## config.mk

```make
export PLATFORM = sky130hd
export DESIGN_NAME = adrv9001_chan_seq
export DESIGN_NICKNAME = d
export VERILOG_FILES = /design/src/rtl/adrv9001_chan_seq.sv
export SDC_FILE = /design/constraint.sdc
export NUM_CORES = 1
export LEC_CHECK = 0
export BUFFER_PORTS_ARGS = -buffer_cell sky130_fd_sc_hd__buf_2
export CELL_PAD_IN_SITES_DETAIL_PLACEMENT = 1
export CELL_PAD_IN_SITES_GLOBAL_PLACEMENT = 1
export CORE_AREA = 2 2 123 125
export CTS_BUF_LIST = sky130_fd_sc_hd__clkbuf_16
export CTS_CLUSTER_DIAMETER = 120
export DETAILED_ROUTE_END_ITERATION = 10
export DIE_AREA = 0 0 125 127
export GPL_TIMING_DRIVEN = 0
export PLACE_DENSITY_LB_ADDON = 0.1
export RECOVER_POWER = 100
export SYNTH_ARGS = -nofsm -noshare
export SYNTH_HDL_FRONTEND = slang
export SYNTH_SLANG_ARGS = --single-unit
export TNS_END_PERCENT = 100
```

## constraint.sdc

```tcl
create_clock -name s_axi_aclk -period 4.65 [get_ports s_axi_aclk]
set_clock_uncertainty 0.2 [all_clocks]
set_input_delay 0.2325 -clock s_axi_aclk [delete_from_list [all_inputs] [get_ports s_axi_aclk]]
set_output_delay 0.2325 -clock s_axi_aclk [all_outputs]
set_load 0.05 [all_outputs]
```

## src/rtl/adrv9001_chan_seq.sv

```systemverilog
// adrv9001_chan_seq: per-channel sequencer ordering chip enable and SSI datapath enable with settle delays.
// Optional define ADRV9001_CHAN_SEQ_LOCKSTEP_EN aligns ON entry of every channel waiting in EN_WAIT.
module adrv9001_chan_seq #(
  parameter int NUM_CH = 4,
  parameter int CNT_W  = 16
) (
  input  logic                    s_axi_aclk,
  input  logic                    rst,
  input  logic [NUM_CH-1:0]       req,
  input  logic [NUM_CH*CNT_W-1:0] en_dly,
  input  logic [NUM_CH*CNT_W-1:0] dis_dly,
  output logic [NUM_CH-1:0]       chan_en,
  output logic [NUM_CH-1:0]       ssi_en,
  output logic [NUM_CH-1:0]       busy,
  output logic [NUM_CH*2-1:0]     state,
  output logic [NUM_CH-1:0]       done
);

  typedef enum logic [1:0] {
    ST_OFF      = 2'b00,
    ST_EN_WAIT  = 2'b01,
    ST_ON       = 2'b10,
    ST_DIS_WAIT = 2'b11
  } state_t;

  // Handshake: req is a level; done is a one-cycle pulse when ON is reached or when DIS_WAIT returns to OFF.
  logic w_release;

`ifdef ADRV9001_CHAN_SEQ_LOCKSTEP_EN
  logic [NUM_CH-1:0] w_en_ready;
  assign w_release = &w_en_ready;
`else
  assign w_release = 1'b1;
`endif

  for (genvar gi = 0; gi < NUM_CH; gi++) begin : g_ch
    state_t           r_state;
    logic [CNT_W-1:0] r_cnt;
    logic             r_chan_en;
    logic             r_ssi_en;
    logic             r_busy;
    logic             r_done;
    logic [CNT_W-1:0] w_en_dly;
    logic [CNT_W-1:0] w_dis_dly;

    assign w_en_dly  = en_dly[gi*CNT_W +: CNT_W];
    assign w_dis_dly = dis_dly[gi*CNT_W +: CNT_W];

`ifdef ADRV9001_CHAN_SEQ_LOCKSTEP_EN
    // A channel holds the group only while it still counts down; an aborting channel drops out at once.
    assign w_en_ready[gi] = (r_state != ST_EN_WAIT) || (r_cnt == '0) || !req[gi];
`endif

    always_ff @(posedge s_axi_aclk or posedge rst) begin
      if (rst) begin
        r_state   <= ST_OFF;
        r_cnt     <= '0;
        r_chan_en <= 1'b0;
        r_ssi_en  <= 1'b0;
        r_busy    <= 1'b0;
        r_done    <= 1'b0;
      end else begin
        r_done <= 1'b0;
        case (r_state)
          ST_OFF: begin
            if (req[gi]) begin
              r_state   <= ST_EN_WAIT;
              r_chan_en <= 1'b1;
              r_busy    <= 1'b1;
              r_cnt     <= w_en_dly;
            end
          end
          ST_EN_WAIT: begin
            if (!req[gi]) begin
              r_state   <= ST_OFF;
              r_chan_en <= 1'b0;
              r_busy    <= 1'b0;
            end else if (r_cnt == '0) begin
              if (w_release) begin
                r_state  <= ST_ON;
                r_ssi_en <= 1'b1;
                r_busy   <= 1'b0;
                r_done   <= 1'b1;
              end
            end else begin
              r_cnt <= r_cnt - CNT_W'(1);
            end
          end
          ST_ON: begin
            if (!req[gi]) begin
              r_state  <= ST_DIS_WAIT;
              r_ssi_en <= 1'b0;
              r_busy   <= 1'b1;
              r_cnt    <= w_dis_dly;
            end
          end
          ST_DIS_WAIT: begin
            // Disable always runs to completion so the chip enable never drops under a live datapath.
            if (r_cnt == '0) begin
              r_state   <= ST_OFF;
              r_chan_en <= 1'b0;
              r_busy    <= 1'b0;
              r_done    <= 1'b1;
            end else begin
              r_cnt <= r_cnt - CNT_W'(1);
            end
          end
          default: begin
            r_state <= ST_OFF;
          end
        endcase
      end
    end

    assign chan_en[gi]      = r_chan_en;
    assign ssi_en[gi]       = r_ssi_en;
    assign busy[gi]         = r_busy;
    assign done[gi]         = r_done;
    assign state[gi*2 +: 2] = r_state;
  end

endmodule

```

==> results of run 1 <==
-- layout make-up --
cell class	instances	area [um^2]	share of cell area [%]
buffer	58	279	3.79
tap	184	230	3.13
clock inverter	7	63.8	0.867
multi-input combinational	577	3480	47.3
sequential	88	2200	29.9
timing repair buffer	160	781	10.6
clock buffer	9	225	3.06
inverter	24	93.8	1.28
-- tightest hold or removal path, cell delays in order --
cell and delay [ps]:
buf_2 70, a22oi_1 70, o21ai_0 150
-- flip-flops by register name, summed over array words and instances, names as in the netlist, named ones only --
| signal | count |
|---|---|
| g_ch.r_chan_en | 4 |
| g_ch.r_ssi_en | 4 |
| g_ch.r_busy | 4 |
| g_ch.r_cnt | 64 |
| g_ch.r_done | 4 |
| g_ch.r_state | 4 |
-- stage by stage --
stage / setup WS, ps / std cells / instance area [um^2]
final: 1100 / 1107 / 7360
after global routing: 911 / 1107 / 7360
after floorplan: 1940 / 747 / 6130
after CTS: 1970 / 1107 / 7490
after global placement: 640 / 1088 / 7150
after detailed placement: 2000 / 1089 / 7180
-- placed cells by master (no fill, tap or decap), types with 4 or more instances in the layout --
master     synthesis  final
o22a_1             9      9
o311ai_0           6      7
o41ai_1            5      5
dfrtp_1           88     88
nor3_1            22     23
a22oi_1           26     26
nand4_1            7      7
inv_1             21     21
o21ai_1           14      7
buf_2              2    134
a21oi_1           42     42
nand2_1           78     79
nor3b_1            4      4
nor2_1            74     74
o211ai_1           6      6
a31oi_1           24     24
mux2i_1           22     22
o21a_1             7      7
nor4_1             7     11
nor2b_1           17     17
clkbuf_1          31     58
mux2_2            11     11
o21ai_0           49     57
or2_2              7      7
or4_1              6      7
or3_1              9      9
a211oi_1          12     12
buf_4             16     16
a21o_1             4      4
nand3_1           21     21
ha_1               5      5
clkbuf_16          0      9
o22ai_1           15     15
buf_1              7      7
nand2b_1           5      5
-- path summary, 6_finish.rpt --
path,startpoint,end
max in group asynchronous,rst,g_ch[3].r_chan_en$_DFFE_PP0P_
min reg2reg,g_ch[2].r_cnt[12]$_DFFE_PP0P_,g_ch[2].r_cnt[12]$_DFFE_PP0P_
min in group asynchronous,rst,g_ch[2].r_cnt[4]$_DFFE_PP0P_
min,en_dly[53],g_ch[3].r_cnt[5]$_DFFE_PP0P_
max,g_ch[2].r_cnt[0]$_DFFE_PP0P_,g_ch[2].r_cnt[14]$_DFFE_PP0P_
max reg2reg,g_ch[2].r_cnt[0]$_DFFE_PP0P_,g_ch[2].r_cnt[14]$_DFFE_PP0P_
-- per-layer routing --
| layer | vias up | wire, um | global-route usage (%) |
|---|---|---|---|
| li1 | 3137 | - | - |
| met4 | 0 | 262 | 7.84 |
| met5 | - | 0 | 0 |
| met2 | 186 | 10400 | 46.2 |
| met1 | 3303 | 9420 | 34.3 |
| met3 | 21 | 960 | 3.60 |
-- power groups by stage --
| stage | sequential (mW) | combinational [mW] | clock (mW) |
|---|---|---|---|
| floorplan | 1.26 | 0.736 | 0 |
| global placement | 1.32 | 0.925 | 0 |
| detailed placement | 1.35 | 0.986 | 0 |
| CTS | 1.34 | 0.997 | 0.749 |
| global route | 1.38 | 1.09 | 0.778 |
| finish | 1.34 | 0.968 | 0.731 |
-- kinds of logic after synthesis --
family | synth area share, %
buffers and inverters | 6.32
adders and majority gates | 1.02
AOI/OAI and AO/OA | 27.0
and+or+nand+nor | 24.1
DFF | 35.9
muxes | 5.61
==> metrics.csv, run 1 <==
stage,metric,value,unit
final_layout,nNetsFinal,1057,
clock_tree,postCtsSetupBuffers,0,
clock_tree,h-tree-depth,3,
setup_path,path_cells,"inv_1, ha_1, or4bb_1, nor4_1, a21o_1, clkbuf_1, clkbuf_1, o21ai_0",
hold_path,min_path_type,input port to register,
placement,place_hpwl,15.6,mm
sta,slew_headroom,-1.94,%
synthesis,yosysWarnings,0,
global_routing,grt_pass1_vias,6921,
final_layout,final_util,51.0,%
floorplan,start_util,42.5,%
sta,worst_pin_slew,1530,ps
hold_path,whs_path_depth,3,
global_routing,track_usage,26.4,%
sta,finalMaxSlewViolations,59,
setup_path,rr_worst_depth,8,
final_layout,drive_above_1_share,20.9,%
sta,rsz0062_at_grt,no,
setup_path,worst_setup_path_end_kind,register,
route,drtIter0Drc,419,
synthesis,synth.most_common_cell,dfrtp_1,
floorplan,die-area,15900,um^2
power_and_ir_drop,leakage,3.18,nW
sta,timing.final.crit_share,76.4,%
global_routing,antenna_found_initial,0,
clock_tree,clkLatencyLatePin,340,ps
clock_tree,postCtsHoldBufs,2,
floorplan,core_area,14400,um^2
run,drv_cap,2,
sta,tns,0,ps
sta,timing.hold.ws,27.2,ps
synthesis,syn_avg_cell_area,8.21,um^2
power_and_ir_drop,seqPwrFrac,44.2,%
synthesis,synth_edf_count,0,
placement,portBuffers,157,
run_status,status,"complete, but fails checks",
power_and_ir_drop,pwr-share-comb,31.8,%
route,route.vias.total,6647,
power_and_ir_drop,power.internal,1.86,mW
global_routing,overflow,0,
floorplan,top_level_ports,158,
setup_path,crit_top_cell,clkbuf_1,
power_and_ir_drop,p_sw_share,38.9,%
sta,setup_viol,0,
power_and_ir_drop,p_clk_share,24.0,%
synthesis,yosysSeqAreaShare,35.9,%
setup_path,critPathKind,register to register,
setup_path,required,4640,ps
power_and_ir_drop,ir_drop,0.206,mV
floorplan,die_y,127,um
synthesis,synth_flop_cell,dfrtp_1,
synthesis,ys_seq_elements,88,
synthesis,synthCells,747,
route,dr.pass1.iters,5,
setup_path,cp_top_family,simple AND/OR/NAND/NOR gates,
clock_tree,cts_buffers,9,
sta,fmax,282,MHz
setup_path,startpoint_type,register,
clock_tree,cts.sinks,88,
floorplan,die_w,125,um
route,drt-total-wl,21.0,mm
setup_path,worst-path-buf-inv,3,
setup_path,cp.depth,8,
synthesis,netlist_area,6130,um^2
floorplan,rows,44,
run_status,violations,"capacitance limit, slew limit",
placement,place.gp.congestion,0.878,
power_and_ir_drop,powerDensity,414,nW/um^2
global_routing,grt_max_degree,59,
clock_tree,cts_resized,0,
route,wl_per_cell,19.0,um
final_layout,n_antenna_cell,0,
sta,hold_viol_final,0,
setup_path,cp_slowest_cell,nor4_1,
route,postRouteAntennaNets,0,
clock_tree,clk_pin_slew,60,ps
setup_path,r2r_slack,1100,ps
global_routing,grt_pass1_wl,34.7,mm
route,drc,0,
synthesis,synth_top_area_share,35.9,%
setup_path,worstPathArrival,3540,ps
route,vias_per_cell,6.00,
synthesis,yosysTopAreaCell,dfrtp_1,
synthesis,synth_cell_types,72,
synthesis,synthTopCellsByArea,"dfrtp_1 36%, nand2_1 4.8%, nor2_1 4.5%, o21ai_0 4.0%, mux2i_1 3.6%",
synthesis,synthTopCellsByCount,"88 x dfrtp_1, 78 x nand2_1, 74 x nor2_1",
synthesis,syn_nets,886,
clock_tree,cts.path.max_buffers,2,
setup_path,crit_fanout,10,
synthesis,async_reset_ff_share,100,%
power_and_ir_drop,finalPower,3.04,mW
clock_tree,cts_root_buf,clkbuf_16,
final_layout,syn2layout_area_growth,19.9,%
power_and_ir_drop,p_sw,1.18,mW
clock_tree,cts_tree,done,
setup_path,slowest_delay,660,ps
sta,fin_crit,3550,ps
final_layout,nFillCells,1854,
Note: power is estimated with default switching activity, not from simulation.
==> run 2: changes to the inputs <==
--- a/config.mk
+++ b/config.mk
@@ -8,11 +8,11 @@
 export BUFFER_PORTS_ARGS = -buffer_cell sky130_fd_sc_hd__buf_2
 export CELL_PAD_IN_SITES_DETAIL_PLACEMENT = 1
 export CELL_PAD_IN_SITES_GLOBAL_PLACEMENT = 1
-export CORE_AREA = 2 2 123 125
+export CORE_AREA = 2 2 129 131
 export CTS_BUF_LIST = sky130_fd_sc_hd__clkbuf_16
 export CTS_CLUSTER_DIAMETER = 120
 export DETAILED_ROUTE_END_ITERATION = 10
-export DIE_AREA = 0 0 125 127
+export DIE_AREA = 0 0 131 133
 export GPL_TIMING_DRIVEN = 0
 export PLACE_DENSITY_LB_ADDON = 0.1
 export RECOVER_POWER = 100
==> constraint.sdc (replaced) <==
create_clock -name s_axi_aclk -period 3.4 [get_ports s_axi_aclk]
set_clock_uncertainty 0.2 [all_clocks]
set_input_delay 0.17 -clock s_axi_aclk [delete_from_list [all_inputs] [get_ports s_axi_aclk]]
set_output_delay 0.17 -clock s_axi_aclk [all_outputs]
set_load 0.05 [all_outputs]
==> run 2 against run 1 <==
The run now ends clean. Sequential power increased by 37%. Final area grew 2.9%. Global-route usage fell by 2.0 points. Register-to-register slack got worse by 570 ps. Wire length hardly changed. Setup slack got worse by 570 ps. Critical endpoint is now g_ch[1].r_cnt[11]$_DFFE_PP0P_. Largest cell class unchanged.
==> metrics.csv, run 2 (same netlist as run 1, synthesis figures left out) <==
stage,metric,value,unit,change
run_status,status,completed,,
route,drc,0,,unchanged
final_layout,syn2layout_area_growth,23.4,%,
route,dr.pass1.iters,6,,+1
clock_tree,cts_root_buf,clkbuf_16,,
final_layout,top_register,g_ch.r_cnt,,
power_and_ir_drop,powerDensity,561,nW/um^2,+36%
sta,setup_viol,0,,unchanged
final_layout,drive_above_1_share,21.2,%,+0.25 points
power_and_ir_drop,p_clk_share,25.2,%,+1.2 points
global_routing,grt_max_degree,68,,+15%
final_layout,most-common-layout-cells,"135 x buf_2, 88 x dfrtp_1, 79 x nand2_1",,
floorplan,start_util,37.9,%,-4.6 points
sta,hold_viol_final,0,,unchanged
sta,fin_ws,525,ps,-574 ps
power_and_ir_drop,seqPwrFrac,43.3,%,-0.9 points
sta,worst_pin_slew,1210,ps,-316 ps
global_routing,overflow,0,,unchanged
setup_path,path_cells,"inv_1, ha_1, or4b_1, nor2_1, a31o_1, nor4_1, a311o_1",,
power_and_ir_drop,ir_drop,0.253,mV,+23%
hold_path,whs_path_depth,3,,unchanged
setup_path,startpoint_type,register,,
route,postRouteAntennaNets,0,,unchanged
power_and_ir_drop,finalPower,4.25,mW,+40%
power_and_ir_drop,p_sw_share,38.2,%,-0.69 points
setup_path,worst_setup_path_end_kind,register,,
setup_path,worst-path-buf-inv,1,,-2
placement,portBuffers,157,,unchanged
setup_path,cp_top_family,simple AND/OR/NAND/NOR gates,,
final_layout,nNetsFinal,1066,,+0.85%
hold_path,min_path_type,input port to register,,
placement,dpl_worst_slack,784,ps,-1210 ps
final_layout,n_antenna_cell,0,,unchanged
setup_path,crit_fanout,9,,-1
route,met1Wirelength,9.55,mm,+1.4%
global_routing,track_usage,24.4,%,-2.0 points
placement,place_hpwl,15.7,mm,+0.43%
clock_tree,postCtsHoldBufs,11,,+9
route,highest_layer,met4,,
clock_tree,cts.sinks,88,,unchanged
setup_path,rr_worst_depth,7,,-1
floorplan,rows,47,,+6.8%
final_layout,multiInputGateArea,3510,um^2,+0.79%
setup_path,worstReg2RegEnd,g_ch[1].r_cnt[11]$_DFFE_PP0P_,,
clock_tree,h-tree-depth,3,,unchanged
setup_path,critPathKind,register to register,,
sta,rsz0062_at_grt,no,,
global_routing,grt_pass1_vias,6940,,+0.27%
clock_tree,clk_pin_slew,70,ps,about the same
sta,finalMaxSlewViolations,0,,-100%
route,vias_per_cell,5.71,,-4.9%
setup_path,r2r_slack,530,ps,-570 ps
power_and_ir_drop,p_sw,1.62,mW,+37%
floorplan,die_y,133,um,+4.7%
sta,fin_crit,2870,ps,-676 ps
power_and_ir_drop,pwr-share-comb,31.5,%,-0.3 points
power_and_ir_drop,leakage,3.25,nW,+2.3%
final_layout,layout_commonest_cell,buf_2,,
clock_tree,postCtsSetupBuffers,0,,unchanged
clock_tree,cts_tree,done,,
hold_path,whs_endpoint,g_ch[0].r_cnt[9]$_DFFE_PP0P_,,
final_layout,nFillCells,2067,,+11%
floorplan,die_w,131,um,+4.8%
route,drt-total-wl,21.0,mm,about the same
clock_tree,cts_buffers,9,,unchanged
global_routing,grt_pass1_wl,34.3,mm,-1.4%
route,wl_per_cell,18.2,um,-3.9%
floorplan,core_area,16200,um^2,+12%
final_layout,register_area,2200,um^2,unchanged
hold_path,min_from,en_dly[9],,
setup_path,required,3420,ps,-1220 ps
placement,place.gp.congestion,0.898,,+2.2%
clock_tree,cts.path.max_buffers,2,,unchanged
clock_tree,cts_resized,0,,unchanged
setup_path,worstPathArrival,2900,ps,-640 ps
route,route.vias.total,6572,,-1.1%
clock_tree,clkLatencyLatePin,350,ps,about the same
floorplan,top_level_ports,158,,unchanged
sta,fmax,348,MHz,+23%
setup_path,cp_slowest_cell,or4b_1,,
final_layout,largest_reg_flops,64,,unchanged
route,drtIter0Drc,337,,-20%
global_routing,antenna_found_initial,0,,unchanged
power_and_ir_drop,power.internal,2.62,mW,+41%
setup_path,cp.depth,7,,-1
setup_path,r2r_start,g_ch[1].r_cnt[1]$_DFFE_PP0P_,,
floorplan,die-area,17400,um^2,+9.8%
sta,slew_headroom,18.7,%,+21 points
sta,timing.final.crit_share,84.6,%,+8.2 points
run,drv_cap,0,,-2
route,dr_wl_met2,10.4,mm,+0.20%
route,wl_met3,661,um,-31%
setup_path,slowest_delay,540,ps,-120 ps
==> run 2: per-stage QoR <==
stage | util [%] | hold slack, ps | TNS [ps] | std cells | instance area [um^2]
floorplan | - | 169 | 0 | 747 | 6130
CTS | 47.2 | 0.108 | 0 | 1151 | 7640
global placement | 44.5 | 286 | -53450 | 1124 | 7200
global route | 46.8 | 16.8 | 0 | 1151 | 7570
detailed placement | 44.7 | -25.8 | 0 | 1125 | 7230
finish | 46.8 | 1.16 | 0 | 1151 | 7570
==> run 2: worst max path at each step <==
stage	slack, ps	end	start
after floorplan	750	asynchronous set/reset pin	rst
after global placement	-610	g_ch[3].r_cnt[11]$_DFFE_PP0P_	rst
after detailed placement	780	g_ch[3].r_cnt[6]$_DFFE_PP0P_	g_ch[3].r_cnt[0]$_DFFE_PP0P_
after CTS	770	g_ch[3].r_cnt[6]$_DFFE_PP0P_	g_ch[3].r_cnt[0]$_DFFE_PP0P_
after global routing	320	register	g_ch[3].r_cnt[1]$_DFFE_PP0P_
final	530	g_ch[1].r_cnt[11]$_DFFE_PP0P_	g_ch[1].r_cnt[1]$_DFFE_PP0P_
==> run 2: power groups by stage <==
stage               registers, mW  logic [mW]  clock network [mW]
finish                       1.84        1.34                1.07
global route                 1.90        1.51                1.13
CTS                          1.83        1.37                1.09
detailed placement           1.85        1.35                   0
global placement             1.82        1.28                   0
floorplan                    1.73        1.01                   0
==> run 2: worst register-to-register path, cell delays in order, from the launching register on <==
cell     delay [ps]
dfrtp_1         430
inv_1           100
ha_1            190
or4b_1          540
nor2_1          470
a31o_1          430
nor4_1          100
a311o_1         300
==> run 2: metal layers <==
layer | global-route usage, % | vias up
li1 | - | 3144
met1 | 32.3 | 3238
met2 | 41.7 | 157
met3 | 2.39 | 33
met4 | 7.92 | 0
met5 | 0 | -
==> run 2: final cells by class <==
type	instances	area share, %
repair buffers	169	11.8
multi-input cells	577	46.3
clock inverters	6	1.02
inverters	24	1.24
clock buffers	9	2.97
well taps	220	3.64
flip-flops and latches	88	29.1
plain buffers	58	3.90
